<file path="config.mk">
export PLATFORM = sky130hd
export DESIGN_NAME = stat_updt_sched
export DESIGN_NICKNAME = d
export VERILOG_FILES = /design/src/rtl/stat_updt_sched.sv
export SDC_FILE = /design/constraint.sdc
export NUM_CORES = 1
export LEC_CHECK = 0
export ABC_CLOCK_PERIOD_IN_PS = 5700
export CAP_MARGIN = 20
export CELL_PAD_IN_SITES_DETAIL_PLACEMENT = 0
export CELL_PAD_IN_SITES_GLOBAL_PLACEMENT = 1
export CORE_MARGIN = 8
export CORE_UTILIZATION = 47
export DETAILED_ROUTE_END_ITERATION = 10
export PLACE_DENSITY = 0.86
export RECOVER_POWER = 25
export SYNTH_ARGS = -nofsm -noshare
export SYNTH_HDL_FRONTEND = slang
export SYNTH_SLANG_ARGS = --single-unit
</file>
<file path="constraint.sdc">
create_clock -name Clock -period 5.7 [get_ports Clock]
set_input_delay 1.425 -clock Clock [delete_from_list [all_inputs] [get_ports Clock]]
set_output_delay 1.425 -clock Clock [all_outputs]
set_load 0.02 [all_outputs]
</file>
<file path="src/rtl/stat_updt_sched.sv">
// Update/read scheduler in front of the 1024-entry statistics RAM block.
// Define STAT_SCHED_OVF_FLAG_EN to enable the sticky per-requester drop flags (vUpdtOvf).
module stat_updt_sched #(
    parameter int REQ_CNT           = 4,
    parameter int INC_LEN_BIT_WIDTH = 1,
    parameter int FIFO_DEPTH        = 4
) (
    input  logic                                 Clock,
    input  logic                                 nReset,
    input  logic [REQ_CNT-1:0]                   vUpdtReq,
    input  logic [REQ_CNT*10-1:0]                vUpdtIndex,
    input  logic [REQ_CNT*INC_LEN_BIT_WIDTH-1:0] vUpdtNum,
    output logic [REQ_CNT-1:0]                   vUpdtFull,
    output logic [REQ_CNT-1:0]                   vUpdtOvf,
    input  logic                                 HostRdReq,
    input  logic [9:0]                           HostRdAddr,
    output logic                                 HostRdAck,
    output logic                                 HostRdVal,
    output logic [63:0]                          HostRdData,
    output logic                                 qStatUpdtReq,
    output logic [9:0]                           qvStatUpdtReqIndex,
    output logic [INC_LEN_BIT_WIDTH-1:0]         qvStatUpdtNum,
    output logic                                 qStatREn,
    output logic [9:0]                           qvStatRAddr,
    input  logic [63:0]                          qvStatRData
);

    localparam int ENTRY_W = 10 + INC_LEN_BIT_WIDTH;
    localparam int AW      = $clog2(FIFO_DEPTH);
    localparam int CW      = $clog2(FIFO_DEPTH) + 1;
    localparam int PW      = (REQ_CNT > 1) ? $clog2(REQ_CNT) : 1;

    logic [REQ_CNT-1:0]              pushEn;
    logic [REQ_CNT-1:0]              avail;
    logic [REQ_CNT-1:0]              popEn;
    logic [REQ_CNT-1:0][ENTRY_W-1:0] headData;
    logic                            anyAvail;
    logic                            grantEn;
    logic [PW-1:0]                   rrPtr;
    logic [PW-1:0]                   winIdx;

    generate
        for (genvar gi = 0; gi < REQ_CNT; gi++) begin : gFifo
            logic [ENTRY_W-1:0] fifoMem [FIFO_DEPTH];
            logic [AW-1:0]      wrPtr;
            logic [AW-1:0]      rdPtr;
            logic [CW-1:0]      count;
            logic [CW-1:0]      countNext;
            logic               fullReg;
            logic               isEmpty;
            logic               wrEn;
            logic               rdEn;
            logic [ENTRY_W-1:0] inEntry;

            assign inEntry      = {vUpdtIndex[10*gi +: 10],
                                   vUpdtNum[INC_LEN_BIT_WIDTH*gi +: INC_LEN_BIT_WIDTH]};
            assign isEmpty      = (count == '0);
            assign pushEn[gi]   = vUpdtReq[gi] & ~fullReg;
            assign avail[gi]    = ~isEmpty | pushEn[gi];
            assign headData[gi] = isEmpty ? inEntry : fifoMem[rdPtr];
            // Popping an empty FIFO means the same-cycle push goes straight through
            assign wrEn         = pushEn[gi] & ~(popEn[gi] & isEmpty);
            assign rdEn         = popEn[gi] & ~isEmpty;
            assign vUpdtFull[gi] = fullReg;

            always_comb begin
                countNext = count;
                if (wrEn && !rdEn) begin
                    countNext = count + CW'(1);
                end else if (!wrEn && rdEn) begin
                    countNext = count - CW'(1);
                end
            end

            always_ff @(posedge Clock) begin
                if (!nReset) begin
                    wrPtr   <= '0;
                    rdPtr   <= '0;
                    count   <= '0;
                    fullReg <= 1'b0;
                end else begin
                    if (wrEn) wrPtr <= wrPtr + AW'(1);
                    if (rdEn) rdPtr <= rdPtr + AW'(1);
                    count   <= countNext;
                    fullReg <= (countNext == CW'(FIFO_DEPTH));
                end
            end

            always_ff @(posedge Clock) begin
                if (wrEn) fifoMem[wrPtr] <= inEntry;
            end

`ifdef STAT_SCHED_OVF_FLAG_EN
            logic ovfReg;
            always_ff @(posedge Clock) begin
                if (!nReset) begin
                    ovfReg <= 1'b0;
                end else if (vUpdtReq[gi] && fullReg) begin
                    ovfReg <= 1'b1;
                end
            end
            assign vUpdtOvf[gi] = ovfReg;
`else
            assign vUpdtOvf[gi] = 1'b0;
`endif
        end
    endgenerate

    // Round-robin search starting at rrPtr
    always_comb begin : pArb
        int cand;
        cand     = 0;
        anyAvail = 1'b0;
        winIdx   = '0;
        for (int k = 0; k < REQ_CNT; k++) begin
            cand = int'(rrPtr) + k;
            if (cand >= REQ_CNT) cand = cand - REQ_CNT;
            if (!anyAvail && avail[cand]) begin
                anyAvail = 1'b1;
                winIdx   = PW'(cand);
            end
        end
    end

    assign grantEn = anyAvail & ~qStatUpdtReq;
    assign popEn   = grantEn ? (REQ_CNT'(1) << winIdx) : '0;

    always_ff @(posedge Clock) begin
        if (!nReset) begin
            qStatUpdtReq       <= 1'b0;
            qvStatUpdtReqIndex <= '0;
            qvStatUpdtNum      <= '0;
            rrPtr              <= '0;
        end else begin
            qStatUpdtReq <= grantEn;
            if (grantEn) begin
                {qvStatUpdtReqIndex, qvStatUpdtNum} <= headData[winIdx];
                rrPtr <= (winIdx == PW'(REQ_CNT - 1)) ? '0 : winIdx + PW'(1);
            end
        end
    end

    typedef enum logic [1:0] {RD_IDLE, RD_ISSUE, RD_WAIT1, RD_WAIT2} rdState_t;
    rdState_t    rdState;
    rdState_t    rdStateNext;
    logic [9:0]  rdAddrReg;
    logic [63:0] rdDataReg;

    always_ff @(posedge Clock) begin
        if (!nReset) begin
            rdState <= RD_IDLE;
        end else begin
            rdState <= rdStateNext;
        end
    end

    always_comb begin
        rdStateNext = rdState;
        qStatREn    = 1'b0;
        HostRdAck   = 1'b0;
        HostRdVal   = 1'b0;
        HostRdData  = rdDataReg;
        case (rdState)
            RD_IDLE: begin
                if (HostRdReq) rdStateNext = RD_ISSUE;
            end
            RD_ISSUE: begin
                qStatREn    = 1'b1;
                HostRdAck   = 1'b1;
                rdStateNext = RD_WAIT1;
            end
            RD_WAIT1: begin
                rdStateNext = RD_WAIT2;
            end
            RD_WAIT2: begin
                // RAM data is live this cycle; present it now and hold it afterwards
                HostRdVal   = 1'b1;
                HostRdData  = qvStatRData;
                rdStateNext = RD_IDLE;
            end
            default: rdStateNext = RD_IDLE;
        endcase
    end

    always_ff @(posedge Clock) begin
        if (!nReset) begin
            rdAddrReg <= '0;
            rdDataReg <= '0;
        end else begin
            if (rdState == RD_IDLE && HostRdReq) rdAddrReg <= HostRdAddr;
            if (rdState == RD_WAIT2) rdDataReg <= qvStatRData;
        end
    end

    assign qvStatRAddr = rdAddrReg;

endmodule

</file>
==> reports/qor.yml <==
status:
  status: "completed"
sta:
  setup_ws_ps: 1360
  worst_pin_slew_ps: 928
  maxSlewViolCount: 0
  setup_viol: 0
  relSlewSlack: 0.381
  setup_tns_ps: 0
  rsz0062_at_grt: "no"
  fin_crit_sh: 0.761
  finalHoldViolations: 0
  skew_ps: 15.3
  fmax_mhz: 231
  final.min_clock_period_ps: 4340
yosys:
  synth_edf_count: 176
  syn_area_um2: 13100
  ys_ff_latch: 306
  netlist_instances: 958
  yosysSeqAreaShare: 0.602
  async_flop_share: 0
  yosys_most_used_dff: "edfxtp_1"
  ys_warn_count: 0
  syn_area_per_cell_um2: 13.7
  synth.distinct_cells: 65
global_routing:
  grt_pass1_vias: 8518
  grt_pass1_wl_um: 48700
  grt_max_degree: 70
  antenna_found_initial: 1
  gr-total-overflow: 0
  grt_usage: 0.185
worst_setup_path:
  r2r_slack_ps: 1570
  critPathRequiredTime_ps: 5840
  crit_path_end_kind: "flip-flop"
  critPathKind: "input port to flip-flop"
  worstPathMaxFanout: 35
  worst_setup_path_start_kind: "input port"
  r2r_cells: 11
  timing.rr.start: "gFifo[0].count[0]"
  arrival_ps: 4480
  reg2reg_to: "gFifo[3].fifoMem[0][6]"
drt:
  detail-route-antenna-nets: 0
  vias_per_cell: 5.30
  highest_layer: "met4"
  wl_per_cell_um: 20.0
  routed_wl_um: 31200
  via_count: 8285
  met1_length_um: 12700
  wl_met3_um: 3220
  drt-initial-drc-count: 507
  first_pass_iters: 7
  remaining_drc_errors: 0
  dr_wl_met2_um: 14800
clock_tree:
  hold_buffers: 0
  htree_levels: 2
  numCtsBuffers: 34
  cts.repair.resized: 0
  root_buffer: "clkbuf_16"
  clk-insertion-delay-late_ps: 510
  post-cts-setup-buffers: 0
  cts_tree: "done"
  clockBufferDepth: 3
  clk_pin_slew_ps: 60
  clkSinkCount: 306
place:
  io_buffers: 217
  hpwl_um: 22500
  gp_congestion: 0.787
  pre_cts_slack_ps: 827
  place_area_um2: 15500
die:
  rows: 61
  dieArea_um2: 33500
  num_io_pins: 222
  die_h_um: 183
  design.core.area_um2: 27600
  initial_core_util: 0.474
  dieWidth_um: 183
finish:
  drive_gt1_frac: 0.169
  area_growth_pct: 27.1
  fillers: 2219
  layout_commonest_cell: "clkdlybuf4s50_1"
  final_cell_mix: "180 x clkdlybuf4s50_1, 176 x edfxtp_1, 130 x dfxtp_1"
  final_cell_area_um2: 16600
  fin_nets: 1318
hold_path:
  hp-class: "flip-flop to flip-flop"
  holdPathStages: 2
  min-delay-start: "qvStatRAddr[3]"
  min_to: "qvStatRAddr[3]"
pwr:
  p_leak_nw: 5.99
  ir_drop_v: 0.000277
  finalPower_mw: 7.72
  power_density_nw_per_um2: 464
flow_run:
  cap_viol_max_count: 0
## flip-flops by register name, indices dropped and copies added (netlist names), named ones only
| signal | count |
|---|---|
| gFifo.fifoMem | 176 |
| rdDataReg | 64 |
| gFifo.count | 12 |
| qvStatRAddr | 10 |
| qvStatUpdtReqIndex | 10 |
| gFifo.rdPtr | 8 |
| gFifo.wrPtr | 8 |
| gFifo.fullReg | 4 |
| rdState | 2 |
| rrPtr | 2 |
| qStatUpdtReq | 1 |
| qvStatUpdtNum | 1 |
## cell families after synthesis
kind of cell,count (synthesis),synth area share
adder cells (fa/ha/maj),34,0.0325
buffers and inverters,92,0.0320
AND/OR/NAND/NOR,270,0.108
XOR/XNOR,13,0.00870
multiplexers,139,0.156
flip-flops,306,0.602
other,1,0.000286
AO/OA/AOI/OAI,103,0.0603
## power by group
group / leakage [nW] / internal, mW / total, mW / switching, mW
Combinational: 2.77 / 1.13 / 2.58 / 1.45
Sequential: 2.67 / 2.73 / 2.94 / 0.213
Clock: 0.555 / 1.33 / 2.20 / 0.871
## cell usage after synthesis (all sizes together) (4+ instances only)
library cell  count  area share
nor2b             6      0.0029
and2             83       0.040
buf              28       0.013
inv              28      0.0082
and3             15      0.0072
a211oi            7      0.0044
ha               34       0.032
nor3              6      0.0031
nor2             44       0.013
mux2i            19       0.015
mux2             76       0.065
a311o            11      0.0084
nand2b            6      0.0034
dfxtp           130        0.20
nand2            86       0.025
xor2              4      0.0027
edfxtp          176        0.40
mux4             44       0.076
nand3             6      0.0023
a21oi            22      0.0087
clkbuf           36       0.010
a31oi             7      0.0038
nand4             5      0.0024
a311oi           12      0.0080
o211ai           11      0.0063
o21ai             7      0.0027
a2111oi           4      0.0041
xnor2             9      0.0060
## stage by stage
stage               std cells  hold slack [ps]   util
finish                   1562              455  0.602
global route             1562              470  0.602
CTS                      1560              456  0.602
detailed placement       1500              450  0.561
global placement         1500              441  0.561
floorplan                 961              449      -
## worst max-delay path, cell delays in order
cell and delay, ps:
clkdlybuf4s50_1 500, nor2b_1 140, buf_4 190, a211oi_2 70, a2111oi_0 410, or2_1 220, inv_4 160, ha_1 300
a31oi_1 450, and2_1 580
## final cells by class
class / count / area, um2 / share of cell area
clock inverter: 20 / 226 / 0.0136
inverter: 28 / 108 / 0.00646
timing repair buffer: 226 / 2230 / 0.134
sequential: 306 / 7890 / 0.474
clock buffer: 40 / 905 / 0.0543
tap: 378 / 473 / 0.0284
antenna: 1 / 2.50 / 0.000150
multi-input combinational: 563 / 4810 / 0.289
## worst max-delay path by stage
stage / from / end / depth (start not counted)
after floorplan: vUpdtReq[1] / gFifo[3].fifoMem[0][0] / 12
after global placement: vUpdtReq[1] / gFifo[3].fifoMem[0][5] / 10
after detailed placement: vUpdtReq[1] / gFifo[3].fifoMem[0][6] / 10
after CTS: rdState[0] / HostRdData[1] / 4
after global routing: rdState[0] / HostRdData[1] / 4
final: vUpdtReq[1] / gFifo[3].fifoMem[0][6] / 10
## metal layers
layer	vias to the layer above	GRT usage
li1	3917	-
met1	4024	0.228
met2	303	0.304
met3	41	0.0716
met4	0	0.0488
met5	-	0
(Power assumes the default switching activity.)
